**src/rtl/tile_fetch_arbiter.sv**
```systemverilog
// tile_fetch_arbiter
// Shares one single-port tile memory (1-cycle read latency) between the
// VGA scanout, which fetches one tile row per line, and a host writer on a
// valid/ready port. The display always has priority. A display request that
// arrives during a host write is deferred by one slot. A request that arrives
// while a display fetch is still busy is dropped and counted.
// Optional feature: define TILE_ARB_DBUF_EN for double buffering. The display
// reads the front bank, the host writes the back bank, and the banks swap on
// vsync_i after a swap_req.
module tile_fetch_arbiter #(
    parameter int DATA_W = 64,
    parameter int ROW_W  = 5,
    parameter int CNT_W  = 8
) (
    input  logic              clk,
    input  logic              rst_n,
    input  logic              disp_req,
    input  logic [ROW_W-1:0]  disp_row,
    output logic [DATA_W-1:0] line_data,
    output logic              line_valid,
    input  logic              wr_valid,
    output logic              wr_ready,
    input  logic [ROW_W-1:0]  wr_row,
    input  logic [DATA_W-1:0] wr_data,
    input  logic              vsync_i,
    input  logic              swap_req,
    output logic              swap_done,
    output logic              mem_en,
    output logic              mem_we,
    output logic [ROW_W:0]    mem_addr,
    output logic [DATA_W-1:0] mem_wdata,
    input  logic [DATA_W-1:0] mem_rdata,
    output logic [CNT_W-1:0]  overrun_cnt
);

    typedef enum logic [1:0] {
        IDLE,
        DISP_RD,
        DISP_CAP,
        HOST_WR
    } state_t;

    state_t             state;
    logic               disp_pend;
    logic [ROW_W-1:0]   pend_row;
    logic               init_done;
    logic               front;
    logic               back;
    logic               disp_busy;

    // A display fetch is outstanding from acceptance until its capture cycle.
    assign disp_busy = (state == DISP_RD) || (state == DISP_CAP) || disp_pend;

    // The host may only be accepted in an idle slot that no display request claims.
    assign wr_ready = init_done && (state == IDLE) && !disp_req && !disp_pend;

`ifdef TILE_ARB_DBUF_EN
    logic swap_pend;

    assign back = ~front;

    // Bank swap bookkeeping: arm on swap_req, take effect on the next vsync_i.
    always_ff @(posedge clk or negedge rst_n) begin
        if (!rst_n) begin
            front     <= 1'b0;
            swap_pend <= 1'b0;
            swap_done <= 1'b0;
        end else begin
            swap_done <= 1'b0;
            if (vsync_i && swap_pend) begin
                front     <= ~front;
                swap_pend <= 1'b0;
                swap_done <= 1'b1;
            end else if (swap_req) begin
                swap_pend <= 1'b1;
            end
        end
    end
`else
    logic unused_swap;

    assign front       = 1'b0;
    assign back        = 1'b0;
    assign swap_done   = 1'b0;
    assign unused_swap = swap_req ^ vsync_i;
`endif

    // Arbitration FSM with registered memory strobes, line register and overrun counter.
    always_ff @(posedge clk or negedge rst_n) begin
        if (!rst_n) begin
            state       <= IDLE;
            disp_pend   <= 1'b0;
            pend_row    <= '0;
            init_done   <= 1'b0;
            mem_en      <= 1'b0;
            mem_we      <= 1'b0;
            mem_addr    <= '0;
            mem_wdata   <= '0;
            line_data   <= '0;
            line_valid  <= 1'b0;
            overrun_cnt <= '0;
        end else begin
            init_done  <= 1'b1;
            line_valid <= 1'b0;

            if (disp_req && disp_busy && (overrun_cnt != '1)) begin
                overrun_cnt <= overrun_cnt + CNT_W'(1);
            end

            case (state)
                IDLE: begin
                    if (disp_req || disp_pend) begin
                        state     <= DISP_RD;
                        mem_en    <= 1'b1;
                        mem_we    <= 1'b0;
                        mem_addr  <= {front, (disp_pend ? pend_row : disp_row)};
                        disp_pend <= 1'b0;
                    end else if (wr_valid && wr_ready) begin
                        state     <= HOST_WR;
                        mem_en    <= 1'b1;
                        mem_we    <= 1'b1;
                        mem_addr  <= {back, wr_row};
                        mem_wdata <= wr_data;
                    end
                end
                DISP_RD: begin
                    state  <= DISP_CAP;
                    mem_en <= 1'b0;
                end
                DISP_CAP: begin
                    state      <= IDLE;
                    line_data  <= mem_rdata;
                    line_valid <= 1'b1;
                end
                HOST_WR: begin
                    state  <= IDLE;
                    mem_en <= 1'b0;
                    mem_we <= 1'b0;
                    if (disp_req) begin
                        disp_pend <= 1'b1;
                        pend_row  <= disp_row;
                    end
                end
                default: begin
                    state  <= IDLE;
                    mem_en <= 1'b0;
                    mem_we <= 1'b0;
                end
            endcase
        end
    end

endmodule
```
**config.mk**
```make
export PLATFORM = sky130hd
export DESIGN_NAME = tile_fetch_arbiter
export DESIGN_NICKNAME = d
export VERILOG_FILES = /design/src/rtl/tile_fetch_arbiter.sv
export SDC_FILE = /design/constraint.sdc
export NUM_CORES = 1
export LEC_CHECK = 0
export BUFFER_PORTS_ARGS = -buffer_cell sky130_fd_sc_hd__buf_2
export CAP_MARGIN = 10
export CORE_MARGIN = 1.5
export CORE_UTILIZATION = 47
export CTS_BUF_LIST = sky130_fd_sc_hd__clkbuf_4 sky130_fd_sc_hd__clkbuf_8 sky130_fd_sc_hd__clkbuf_16
export CTS_CLUSTER_DIAMETER = 40
export CTS_CLUSTER_SIZE = 8
export DETAILED_ROUTE_END_ITERATION = 8
export GPL_TIMING_DRIVEN = 0
export PLACE_DENSITY = 0.84
export SLEW_MARGIN = 25
export SYNTH_ARGS = -nofsm -noshare
export SYNTH_HDL_FRONTEND = slang
export SYNTH_SLANG_ARGS = --single-unit
```
**constraint.sdc**
```tcl
create_clock -name clk -period 1.9 [get_ports clk]
set_input_delay 0.095 -clock clk [delete_from_list [all_inputs] [get_ports clk]]
set_output_delay 0.095 -clock clk [all_outputs]
set_load 0.03 [all_outputs]
```
# After elaboration in Yosys (flattened, before gate mapping)
# Cells that the tools add are included.
# classes
add_sub_neg	1
multipliers	0
n_div	0
order_cmp	0
n_eq_ne	7
n_shift	0
n_mux	15
bitwise	1
reduce_logical	23
# op_table
cell	count
two-way mux 6 bit	2
adder 8 x 1 -> 8 bit, second input constant	1
inequality test 8 bit, second input constant	1
AND reduction 2 bit	4
logical AND 1 bit	6
two-way mux 1 bit	6
case mux 1 bit (2 select lines)	3
case mux 2 bit (3 select lines)	1
AND reduction 3 bit	2
nonzero test 2 bit	3
two-way mux 5 bit	1
equality test 2 bit, second input constant	2
two-way mux 2 bit	2
OR reduction 2 bit	2
logical OR 1 bit	3
inequality test 3 x 1 -> 1 bit, second input constant	1
equality test 2 x 1 -> 1 bit, second input constant	1
logical NOT 1 bit	2
logical NOT 2 bit	1
inequality test 2 x 1 -> 1 bit, second input constant	1
inequality test 2 bit, second input constant	1
inverter 1 bit	1
# word_totals
reg_bits	154
latchBits	0
ram_bits	0
rom_bits	0
output_inout_bits	147
word_cells	58
memories	0

# Logic depth before layout (Yosys ltp)
# Gate-level depths: netlist (run 1).
# logic_depth
ltp_word	8
mapped_depth	6
ltp_nobuf	6

# Least setup slack after synthesis (run 1)
# Ideal clock, no wire load.
# synth_timing
path_kind	register -> register
start	register overrun_cnt[3]
end	register overrun_cnt[1]
t_arrival_ns	1.539
slack_ns	0.236
stages_incl_launch_ff	5
n_path_buf	0
period_less_slack_ns	1.664
cell_sequence	dfrtp_1 -> and3_1 -> nand3_1 -> o21ai_1 -> mux2_2
# synth_via
elab_chain_cells	2
# synth_lines
item	line_no	rtl
start, declared	33	output logic [CNT_W-1:0] overrun_cnt
start signal, assigned	107	overrun_cnt <= overrun_cnt + CNT_W'(1);
inequality test 8 bit	106	if (disp_req && disp_busy && (overrun_cnt != '1)) begin
logical AND 1 bit	106	
# No other way between the ends.
# A chain may end at the register's enable or synchronous reset.

# Worst setup path in the final report (run 1)
# layout_timing
start	register state[0]
end	register line_data[50]
# layout_via
elab_chain_cells	1
# layout_lines
item	line_no	rtl
start, declared	43	state_t state;
start signal, assigned	91	state <= IDLE;
start signal, assigned	113	state <= DISP_RD;
start signal, assigned	119	state <= HOST_WR;
equality test 2 bit	110	case (state)
end signal, assigned	132	line_data <= mem_rdata;
end, declared	19	output logic [DATA_W-1:0] line_data,
# No other way between the ends.

==> flow_metrics.tcl, run 1 <==
set metrics [dict create \
    grt_pass1_vias 5469 \
    setup_viol_count_final 0 \
    antenna_found_initial 1 \
    synth_seq_area_share_pct 61.8 \
    firstDrtPassIters 6 \
    syn_area_sq_mm 0.00620 \
    fin_skew_ns 0.00757 \
    post-place-cells 844 \
    peakVddDrop_mv 1.13 \
    preCtsSetupSlack_ns 0.0182 \
    stdcell_count 1012 \
    cts_tree "done" \
    drtIter0Drc 328 \
    via_per_inst 4.89 \
    yosys_warnings 0 \
    min_period_ns 1.80 \
    rsz0062_at_grt "false" \
    ys_top_cells_by_count "dfrtp_1, mux2_2, mux2_4" \
    p_seq_share_pct 33.1 \
    die_h_um 118 \
    r2r_slack_ns 0.10 \
    wl_um 19200 \
    grt_pass1_wl_um 30200 \
    ys_ff_latch 153 \
    min-delay-start "disp_req" \
    clkLatencyLatePin_ns 0.41 \
    switching_share_pct 42.5 \
    post-route-util_pct 77.2 \
    synth_ff_type "dfrtp_1" \
    synth_edf_count 0 \
    cts_max_level 4 \
    grt_max_degree 81 \
    power_density_mw_per_mm2 1820 \
    nNetsFinal 975 \
    p_total_mw 17.8 \
    grt_overflow_total 0 \
    worst_slew_pin_slew_ns 0.608 \
    layout-drive-gt1-share_pct 56.4 \
    cp-end-kind "flop" \
    wl_per_cell_um 19.0 \
    r2r-start "state[0]$_DFFE_PN0P_" \
    setup_tns_ns 0 \
    max_slew_margin_pct 59.5 \
    portBuffers 286 \
    gp_congestion 0.813 \
    finalHoldViolations 0 \
    final.setup.worst_slack_ns 0.102 \
    io_pins 291 \
    avgSynthCellArea_sq_um 16.1 \
    cts_inserted_buffers 17 \
    hold_path_end "state[1]$_DFFE_PN0P_" \
    vias 4952 \
    cp-start-kind "flop" \
    cap_violations 0 \
    crit_type "reg -> reg" \
    synth_area_leaders "dfrtp_1, mux2_4, mux2_2" \
    row_count 41 \
    hp-class "in -> reg" \
    core_area_sq_mm 0.0127 \
    worstReg2RegEnd "line_data[50]$_DFFE_PN0P_" \
    grtUsageTotal_pct 28.3 \
    power_frac_clock_pct 18.5 \
    register_area_sq_mm 0.00383 \
    yosys.area.top_type "dfrtp_1" \
    path_max_fanout 10 \
    multiInputGateArea_sq_mm 0.00223 \
    cp.arrival_ns 2.08 \
    netlist-cell-type-count 32 \
    synth.most_common_cell "dfrtp_1" \
    required_ns 2.18 \
    start_util_pct 48.7 \
    dp_hpwl_um 11300 \
    dieWidth_um 118 \
    status "finished clean" \
    fill_cells 718 \
    area_delta_synth_final_pct 58.5 \
    fin_crit_sh_pct 94.6 \
    cts-root-buf "clkbuf_16" \
    power.leakage_nw 5.04 \
    hold_path_depth 4 \
    netlist.area_leader.share_pct 61.8 \
    p_switching_mw 7.58 \
    drc_errors 0 \
    p_comb_share_pct 48.3 \
    finalMaxSlewViolations 0 \
    clock-sinks 153 \
    ant_nets 0 \
    p_int_mw 10.3 \
    clkTransAtPathRegs_ns 0.06 \
    async_reset_ff_share_pct 100 \
    max_clock_freq_ghz 0.556 \
    clockBufferDepth 2 \
    reg2reg_depth 5 \
    syn_inst 384 \
    die_area_sq_mm 0.0139 \
]
==> registers in the layout, summed over array words and instances (netlist names) <==
name / count
disp_pend: 1
overrun_cnt: 8
line_valid: 1
mem_en: 1
state: 2
pend_row: 5
mem_addr: 5
mem_wdata: 64
init_done: 1
line_data: 64
mem_we: 1
==> power groups by stage <==
stage	Combinational, mW	Sequential, mW	Clock [mW]
after floorplan	2.73	8.76	0
after global placement	8.02	5.68	0
after detailed placement	8.22	5.82	0
after CTS	8.48	5.79	3.33
after global routing	9.01	6.06	3.51
final	8.62	5.91	3.31
==> stage by stage <==
stage               instance area [sq um]  hold WS (ns)
finish                               9820         0.104
global route                         9820         0.104
global placement                     7850         0.326
CTS                                  9800        0.0911
detailed placement                   7880         0.115
floorplan                            6200        -0.201
==> worst max path at each step <==
stage                                 end  cells after the start                        from  slack, ns
6_report        line_data[50]$_DFFE_PN0P_                      5        state[0]$_DFFE_PN0P_       0.10
5_1_grt         line_data[60]$_DFFE_PN0P_                      5        state[0]$_DFFE_PN0P_       0.01
4_1_cts         line_data[50]$_DFFE_PN0P_                      5        state[0]$_DFFE_PN0P_      0.006
3_5_place_dp    line_data[50]$_DFFE_PN0P_                      5        state[0]$_DFFE_PN0P_       0.02
3_3_place_gp   overrun_cnt[2]$_DFFE_PN0P_                      1                       rst_n      -1.24
2_1_floorplan  overrun_cnt[1]$_DFFE_PN0P_                      4  overrun_cnt[3]$_DFFE_PN0P_       0.24
==> final cells by class <==
cell class,instances,area share (%)
Antenna cell,2,0.0510
Inverter,3,0.115
Tap cell,172,2.19
Multi-Input combinational cell,210,22.7
Sequential cell,153,39.0
Buffer,19,1.48
Clock inverter,12,1.24
Timing Repair Buffer,421,28.6
Clock buffer,20,4.62
==> cells in the final DEF (no fill, tap or decap), types with 4 or more instances in the layout <==
cell type      instances
dlygate4sd3_1        134
dfrtp_1              153
clkbuf_4               6
a31oi_1                5
buf_6                  6
nand2_1                8
mux2i_1                6
nor2_1                 7
clkbuf_1               4
clkinv_2               7
mux2_2                75
a21oi_1                8
o21ai_0               10
clkbuf_16             17
ha_1                   5
mux2_4                60
buf_2                286
==> critical path: stages, from the launching register on <==
cell and delay [ns]:
dfrtp_1 0.41, inv_1 0.13, ha_2 0.24, clkbuf_4 0.24, clkbuf_4 0.27, mux2_2 0.38
==> layer usage <==
metal	vias to the layer above	share of wire [%]	track usage [%]	routed length (um)
met1	2434	37	30.7	7100
li1	2240	-	-	-
met4	0	4.0	13.7	768
met2	222	53	51.5	10300
met5	-	0	0	0
met3	56	5.6	6.93	1090
==> timing repair <==
item                       in CTS  in global routing
setup endpoints to repair       0                 51
resized for setup               0                  8
hold buffers                  134                  0
hold endpoints to repair      212                  0
setup buffers                   0                  0
==> cells by family (layout without fill, tap and decap cells) <==
group                      Yosys count  after routing  synth area share [%]
and+or+nand+nor                     28             28                  2.28
adders and majority gates            6              6                  1.21
buffers and inverters               22            475                  2.34
muxes                              141            141                  29.1
AOI/OAI and AO/OA                   29             29                  2.69
DFF                                153            153                  61.8
other                                2              5                 0.121
xor gates and xnor gates             3              3                 0.424
Power figures use the tool's default switching activity.
==> run 2: changes to the inputs <==
--- a/config.mk
+++ b/config.mk
@@ -8,14 +8,15 @@
 export BUFFER_PORTS_ARGS = -buffer_cell sky130_fd_sc_hd__buf_2
 export CAP_MARGIN = 10
 export CORE_MARGIN = 1.5
-export CORE_UTILIZATION = 47
+export CORE_UTILIZATION = 50
 export CTS_BUF_LIST = sky130_fd_sc_hd__clkbuf_4 sky130_fd_sc_hd__clkbuf_8 sky130_fd_sc_hd__clkbuf_16
 export CTS_CLUSTER_DIAMETER = 40
 export CTS_CLUSTER_SIZE = 8
 export DETAILED_ROUTE_END_ITERATION = 8
 export GPL_TIMING_DRIVEN = 0
-export PLACE_DENSITY = 0.84
+export PLACE_DENSITY = 0.88
 export SLEW_MARGIN = 25
 export SYNTH_ARGS = -nofsm -noshare
 export SYNTH_HDL_FRONTEND = slang
 export SYNTH_SLANG_ARGS = --single-unit
+export TNS_END_PERCENT = 5
==> constraint.sdc (replaced) <==
create_clock -name clk -period 2.2 [get_ports clk]
set_input_delay 0.11 -clock clk [delete_from_list [all_inputs] [get_ports clk]]
set_output_delay 0.11 -clock clk [all_outputs]
set_load 0.03 [all_outputs]
==> run 2 against run 1 <==
Compared with the run above: flip-flop and latch count is the same; final cell count shrank 0.40%; clock power shrank 16%; worst hold slack gained 0.0026 ns; combinational power shrank 13%; final area shrank 0.41%; critical path depth is the same; sequential power shrank 13%; global-route usage grew 3.9 points; via count grew 3.8%; clock-buffer cell count shrank 1; critical endpoint is now line_data[9]$_DFFE_PN0P_.
==> flow_metrics.tcl, run 2 (same netlist as run 1, synthesis figures left out) <==
set metrics [dict create \
    layout-drive-gt1-share_pct 56.0 \
    power.leakage_nw 5.01 \
    hp-class "in -> reg" \
    nNetsFinal 975 \
    via_per_inst 5.10 \
    max_clock_freq_ghz 0.510 \
    core_area_sq_mm 0.0121 \
    die_area_sq_mm 0.0131 \
    path_max_fanout 10 \
    grtUsageTotal_pct 32.3 \
    firstDrtPassIters 6 \
    final.setup.worst_slack_ns 0.240 \
    grt_pass1_wl_um 31000 \
    peakVddDrop_mv 0.966 \
    worst_slew_pin_slew_ns 0.668 \
    clock-sinks 153 \
    power_density_mw_per_mm2 1580 \
    cts_tree "done" \
    start_util_pct 51.4 \
    wl_per_cell_um 20.7 \
    max_slew_margin_pct 55.5 \
    min_period_ns 1.96 \
    cts_inserted_buffers 17 \
    largestRegisters "line_data: 64 flops, mem_wdata: 64 flops, overrun_cnt: 8 flops" \
    setup_viol_count_final 0 \
    clockBufferDepth 2 \
    vias 5140 \
    finalHoldViolations 0 \
    dieWidth_um 114 \
    p_comb_share_pct 48.7 \
    final_area_sq_mm 0.00978 \
    clkTransAtPathRegs_ns 0.06 \
    post_cts_resized 0 \
    power_frac_clock_pct 17.9 \
    clkLatencyLatePin_ns 0.42 \
    cts_max_level 4 \
    io_pins 291 \
    final_cell_mix "buf_2, dfrtp_1, dlygate4sd3_1" \
    drtIter0Drc 253 \
    post_dp_cell_area_sq_mm 0.00788 \
    die_h_um 114 \
    cts-root-buf "clkbuf_16" \
    rsz0062_at_grt "false" \
    cp-start-kind "flop" \
    layout_commonest_cell "buf_2" \
    hold_slack_ns 0.106 \
    portBuffers 286 \
    antenna_found_initial 2 \
    postCtsSetupRepairBufs 0 \
    cp.arrival_ns 2.26 \
    switching_share_pct 43.6 \
    grt_max_degree 87 \
    cp-end-kind "flop" \
    drc_errors 0 \
    row_count 40 \
    fin_skew_ns 0.00783 \
    preCtsSetupSlack_ns 0.269 \
    p_int_mw 8.72 \
    status "finished clean" \
    cts_hold_buf 134 \
    fin_crit_sh_pct 89.1 \
    wl_um 20900 \
    crit_type "reg -> reg" \
    required_ns 2.50 \
    grt_overflow_total 0 \
    cap_violations 0 \
    post-route-util_pct 81.1 \
    area_delta_synth_final_pct 57.9 \
    ant_nets 0 \
    grt_pass1_vias 5648 \
    dp_hpwl_um 11200 \
    p_seq_share_pct 33.4 \
    gp_congestion 0.802 \
    p_switching_mw 6.73 \
    finalMaxSlewViolations 0 \
]
==> run 2: worst paths after layout <==
path                                          from                        end  slack (ns)  cells past startpoint
hold reg to reg            mem_addr[4]$_DFFE_PN0P_    mem_addr[4]$_DFFE_PN0P_        0.49                      2
hold / removal                            disp_req       state[1]$_DFFE_PN0P_        0.11                      4
min in group asynchronous                    rst_n  mem_wdata[53]$_DFFE_PN0P_        0.35                      2
setup reg to reg              state[0]$_DFFE_PN0P_   line_data[9]$_DFFE_PN0P_        0.24                      5
max in group asynchronous                    rst_n   line_data[9]$_DFFE_PN0P_        1.09                      3
setup / recovery              state[0]$_DFFE_PN0P_   line_data[9]$_DFFE_PN0P_        0.24                      5
==> run 2: cell type report <==
type                    instances  area, sq um
flip-flops and latches        153         3830
well taps                     168          210
repair buffers                421         2810
clock inverters                12          101
plain buffers                  19          134
diodes                          3         7.51
clock buffers                  19          453
multi-input cells             210         2230
fillers                       610         2280
inverters                       3         11.3
==> run 2: metal layers <==
layer | global-route usage (%) | share of wire [%]
met5 | 0 | 0.072
met2 | 57.2 | 53
met1 | 31.8 | 35
met4 | 21.8 | 5.8
met3 | 11.0 | 6.9
==> run 2: critical path, cell delays in order (launching register included) <==
cell     delay, ns
dfrtp_1       0.41
inv_1         0.12
ha_1          0.28
buf_2         0.30
buf_2         0.35
mux2_2        0.38
==> run 2: power groups by stage <==
| stage | combinational, mW | sequential (mW) | clock, mW |
|---|---|---|---|
| after global routing | 7.86 | 5.27 | 2.91 |
| after detailed placement | 7.09 | 5.01 | 0 |
| final | 7.53 | 5.15 | 2.77 |
| after CTS | 7.32 | 4.99 | 2.77 |
| after global placement | 6.91 | 4.89 | 0 |
| after floorplan | 2.35 | 7.57 | 0 |
==> run 2: stage by stage <==
step	power (mW)	TNS [ns]	instances
finish	15.5	0	1008
floorplan	9.92	0	385
detailed placement	12.1	0	840
global route	16.0	0	1006
CTS	15.1	0	1005
global placement	11.8	-139.95	839
==> run 3: changes to the inputs <==
==> config.mk (replaced) <==
export PLATFORM = sky130hd
export DESIGN_NAME = tile_fetch_arbiter
export DESIGN_NICKNAME = d
export VERILOG_FILES = /design/src/rtl/tile_fetch_arbiter.sv
export SDC_FILE = /design/constraint.sdc
export NUM_CORES = 1
export LEC_CHECK = 0
export ABC_AREA = 1
export BUFFER_PORTS_ARGS = -buffer_cell sky130_fd_sc_hd__buf_2
export CAP_MARGIN = 10
export CORE_MARGIN = 1.5
export CORE_UTILIZATION = 51
export CTS_BUF_LIST = sky130_fd_sc_hd__clkbuf_4 sky130_fd_sc_hd__clkbuf_8 sky130_fd_sc_hd__clkbuf_16
export CTS_CLUSTER_DIAMETER = 40
export CTS_CLUSTER_SIZE = 8
export DETAILED_ROUTE_END_ITERATION = 8
export GPL_TIMING_DRIVEN = 0
export PLACE_DENSITY = 0.89
export SLEW_MARGIN = 25
export SYNTH_ARGS = -nofsm -noshare
export SYNTH_HDL_FRONTEND = slang
export SYNTH_SLANG_ARGS = --single-unit
export TNS_END_PERCENT = 30
==> run 3 against run 2 <==
Compared with the run above: global-route usage grew 3.3 points; critical endpoint is now line_data[35]$_DFFE_PN0P_; clock skew shrank 0.0019 ns; non-clock buffer count rose by 13; largest power group unchanged; clock power increased by 16%; worst setup slack worse by 0.015 ns.
==> flow_metrics.tcl, run 3 <==
set metrics [dict create \
    grt_pass1_wl_um 35800 \
    ys_top_cells_by_count "nand2_1, dfrtp_1, inv_1" \
    wl_per_cell_um 17.5 \
    gp_congestion 0.820 \
    fin_crit_sh_pct 89.8 \
    hp-class "in -> reg" \
    die_area_sq_mm 0.0134 \
    cts-root-buf "clkbuf_16" \
    p_total_mw 16.1 \
    reg2reg_depth 7 \
    crit_path_cell_trace "inv_1, ha_1, inv_1, clkbuf_1, clkbuf_1, nand2_1, nand2_1" \
    cap_violations 0 \
    layout_commonest_cell "nand2_1" \
    row_count 41 \
    rsz0062_at_grt "false" \
    ys_ff_latch 153 \
    drc_errors 0 \
    hold_path_depth 5 \
    area_delta_synth_final_pct 56.6 \
    finalMaxSlewViolations 0 \
    power_density_mw_per_mm2 1580 \
    core_area_sq_mm 0.0125 \
    stdcell_count 1345 \
    min_period_ns 1.98 \
    fin_skew_ns 0.00592 \
    io_pins 291 \
    postCtsSetupRepairBufs 0 \
    die_h_um 116 \
    cp-start-kind "flop" \
    cp-end-kind "flop" \
    via_per_inst 5.05 \
    ant_nets 0 \
    post-place-cells 1180 \
    synth_area_leaders "dfrtp_1, nand2_1, o21ai_2" \
    layout-drive-gt1-share_pct 33.3 \
    grt_max_degree 89 \
    synth.most_common_cell "nand2_1" \
    syn_inst 720 \
    max_slew_margin_pct 65.8 \
    synth_edf_count 0 \
    portBuffers 286 \
    crit_type "reg -> reg" \
    slowest_delay_ns 0.42 \
    netlist.area_leader.share_pct 58.9 \
    required_ns 2.56 \
    cp.arrival_ns 2.33 \
    synth_seq_area_share_pct 58.9 \
    worst_path_max_delay_cell "clkbuf_1" \
    cts_max_level 4 \
    top_layer "met4" \
    crit_buf_inv 4 \
    worst_slew_pin_slew_ns 0.514 \
    antenna_found_initial 1 \
    grt_pass1_vias 7087 \
    clock-sinks 153 \
    dp_hpwl_um 12400 \
    yosys_warnings 0 \
    post-route-util_pct 81.4 \
    netlist-cell-type-count 26 \
    max_clock_freq_ghz 0.506 \
    async_reset_ff_share_pct 100 \
    setup_viol_count_final 0 \
    vias 6798 \
    cp_num_cells 7 \
    r2r_slack_ns 0.22 \
    met1_length_um 8140 \
    grt_overflow_total 0 \
    met3_length_um 1980 \
    yosys.area.top_type "dfrtp_1" \
    clkTransAtPathRegs_ns 0.06 \
    clockBufferDepth 2 \
    cts_inserted_buffers 17 \
    peakVddDrop_mv 1.08 \
    cts_tree "done" \
    largestRegisters "line_data: 64 flops, mem_wdata: 64 flops, overrun_cnt: 8 flops" \
    wl_met2_um 12100 \
    synth_ff_type "dfrtp_1" \
    path_max_fanout 10 \
    grtUsageTotal_pct 35.6 \
    avgSynthCellArea_sq_um 9.03 \
    clkLatencyLatePin_ns 0.42 \
    setup_tns_ns 0 \
    status "finished clean" \
    syn_area_sq_mm 0.00650 \
    drtIter0Drc 547 \
    power.leakage_nw 5.77 \
    start_util_pct 51.9 \
    finalHoldViolations 0 \
    dieWidth_um 116 \
    final_cell_mix "nand2_1, buf_2, dfrtp_1" \
    wl_um 23500 \
    nNetsFinal 1311 \
    critPathTopFamily "buffers and inverters" \
    firstDrtPassIters 9 \
]
run 3: where the power goes:
group          internal, mW  total, mW  switching, mW
Sequential             4.20       5.13          0.932
Clock                  2.08       3.22           1.14
Combinational          2.21       7.73           5.52
Total                  8.49       16.1           7.59
run 3: repair_timing:
action                     CTS  global route
hold buffers               134             0
gates resized for setup      0             2
hold endpoints to repair   198             0
setup endpoints to repair    0             1
run 3: metrics by stage:
stage               area [sq um]  setup WS [ns]  hold WS [ns]
floorplan                   6510          0.722        -0.186
CTS                        10200          0.272        0.0136
finish                     10200          0.225        0.0490
detailed placement          8190          0.342        0.0845
global placement            8150          -1.19         0.309
global route               10200         0.0778        0.0627
run 3: area by class of cell:
type | count | area [sq um]
inverters | 88 | 330
multi-input cells | 448 | 2110
well taps | 172 | 215
plain buffers | 32 | 235
flip-flops and latches | 153 | 3830
fillers | 617 | 2330
repair buffers | 421 | 2810
clock inverters | 6 | 135
clock buffers | 24 | 515
diodes | 1 | 2.50
run 3: logic make-up after synthesis:
family	count (synthesis)	share of synthesized area, %
other	2	0.115
and+or+nand+nor	357	21.7
adders and majority gates	6	1.15
xor gates and xnor gates	4	0.539
AOI/OAI and AO/OA	78	8.89
DFF	153	58.9
buffers and inverters	120	8.68
run 3: final timing paths:
path,start,endpoint
worst max-delay path,state[0]$_DFFE_PN0P_,line_data[35]$_DFFE_PN0P_
worst min-delay path,wr_row[1],mem_addr[1]$_DFFE_PN0P_
worst max register to register,state[0]$_DFFE_PN0P_,line_data[35]$_DFFE_PN0P_
worst min register to register,line_data[15]$_DFFE_PN0P_,line_data[15]$_DFFE_PN0P_
max in group asynchronous,rst_n,mem_wdata[60]$_DFFE_PN0P_
min in group asynchronous,rst_n,overrun_cnt[3]$_DFFE_PN0P_
run 3: worst register-to-register path, stage by stage (launching register included):
cell and delay [ns]:
dfrtp_1 0.38, inv_1 0.10, ha_1 0.25, inv_1 0.10, clkbuf_1 0.39, clkbuf_1 0.42, nand2_1 0.15, nand2_1 0.11
run 3: metal layers:
metal  GRT usage (%)  up-vias
met5               0        -
met4            22.3        0
met3            11.1      110
met2            62.2      427
met1            37.4     3200
li1                -     3061
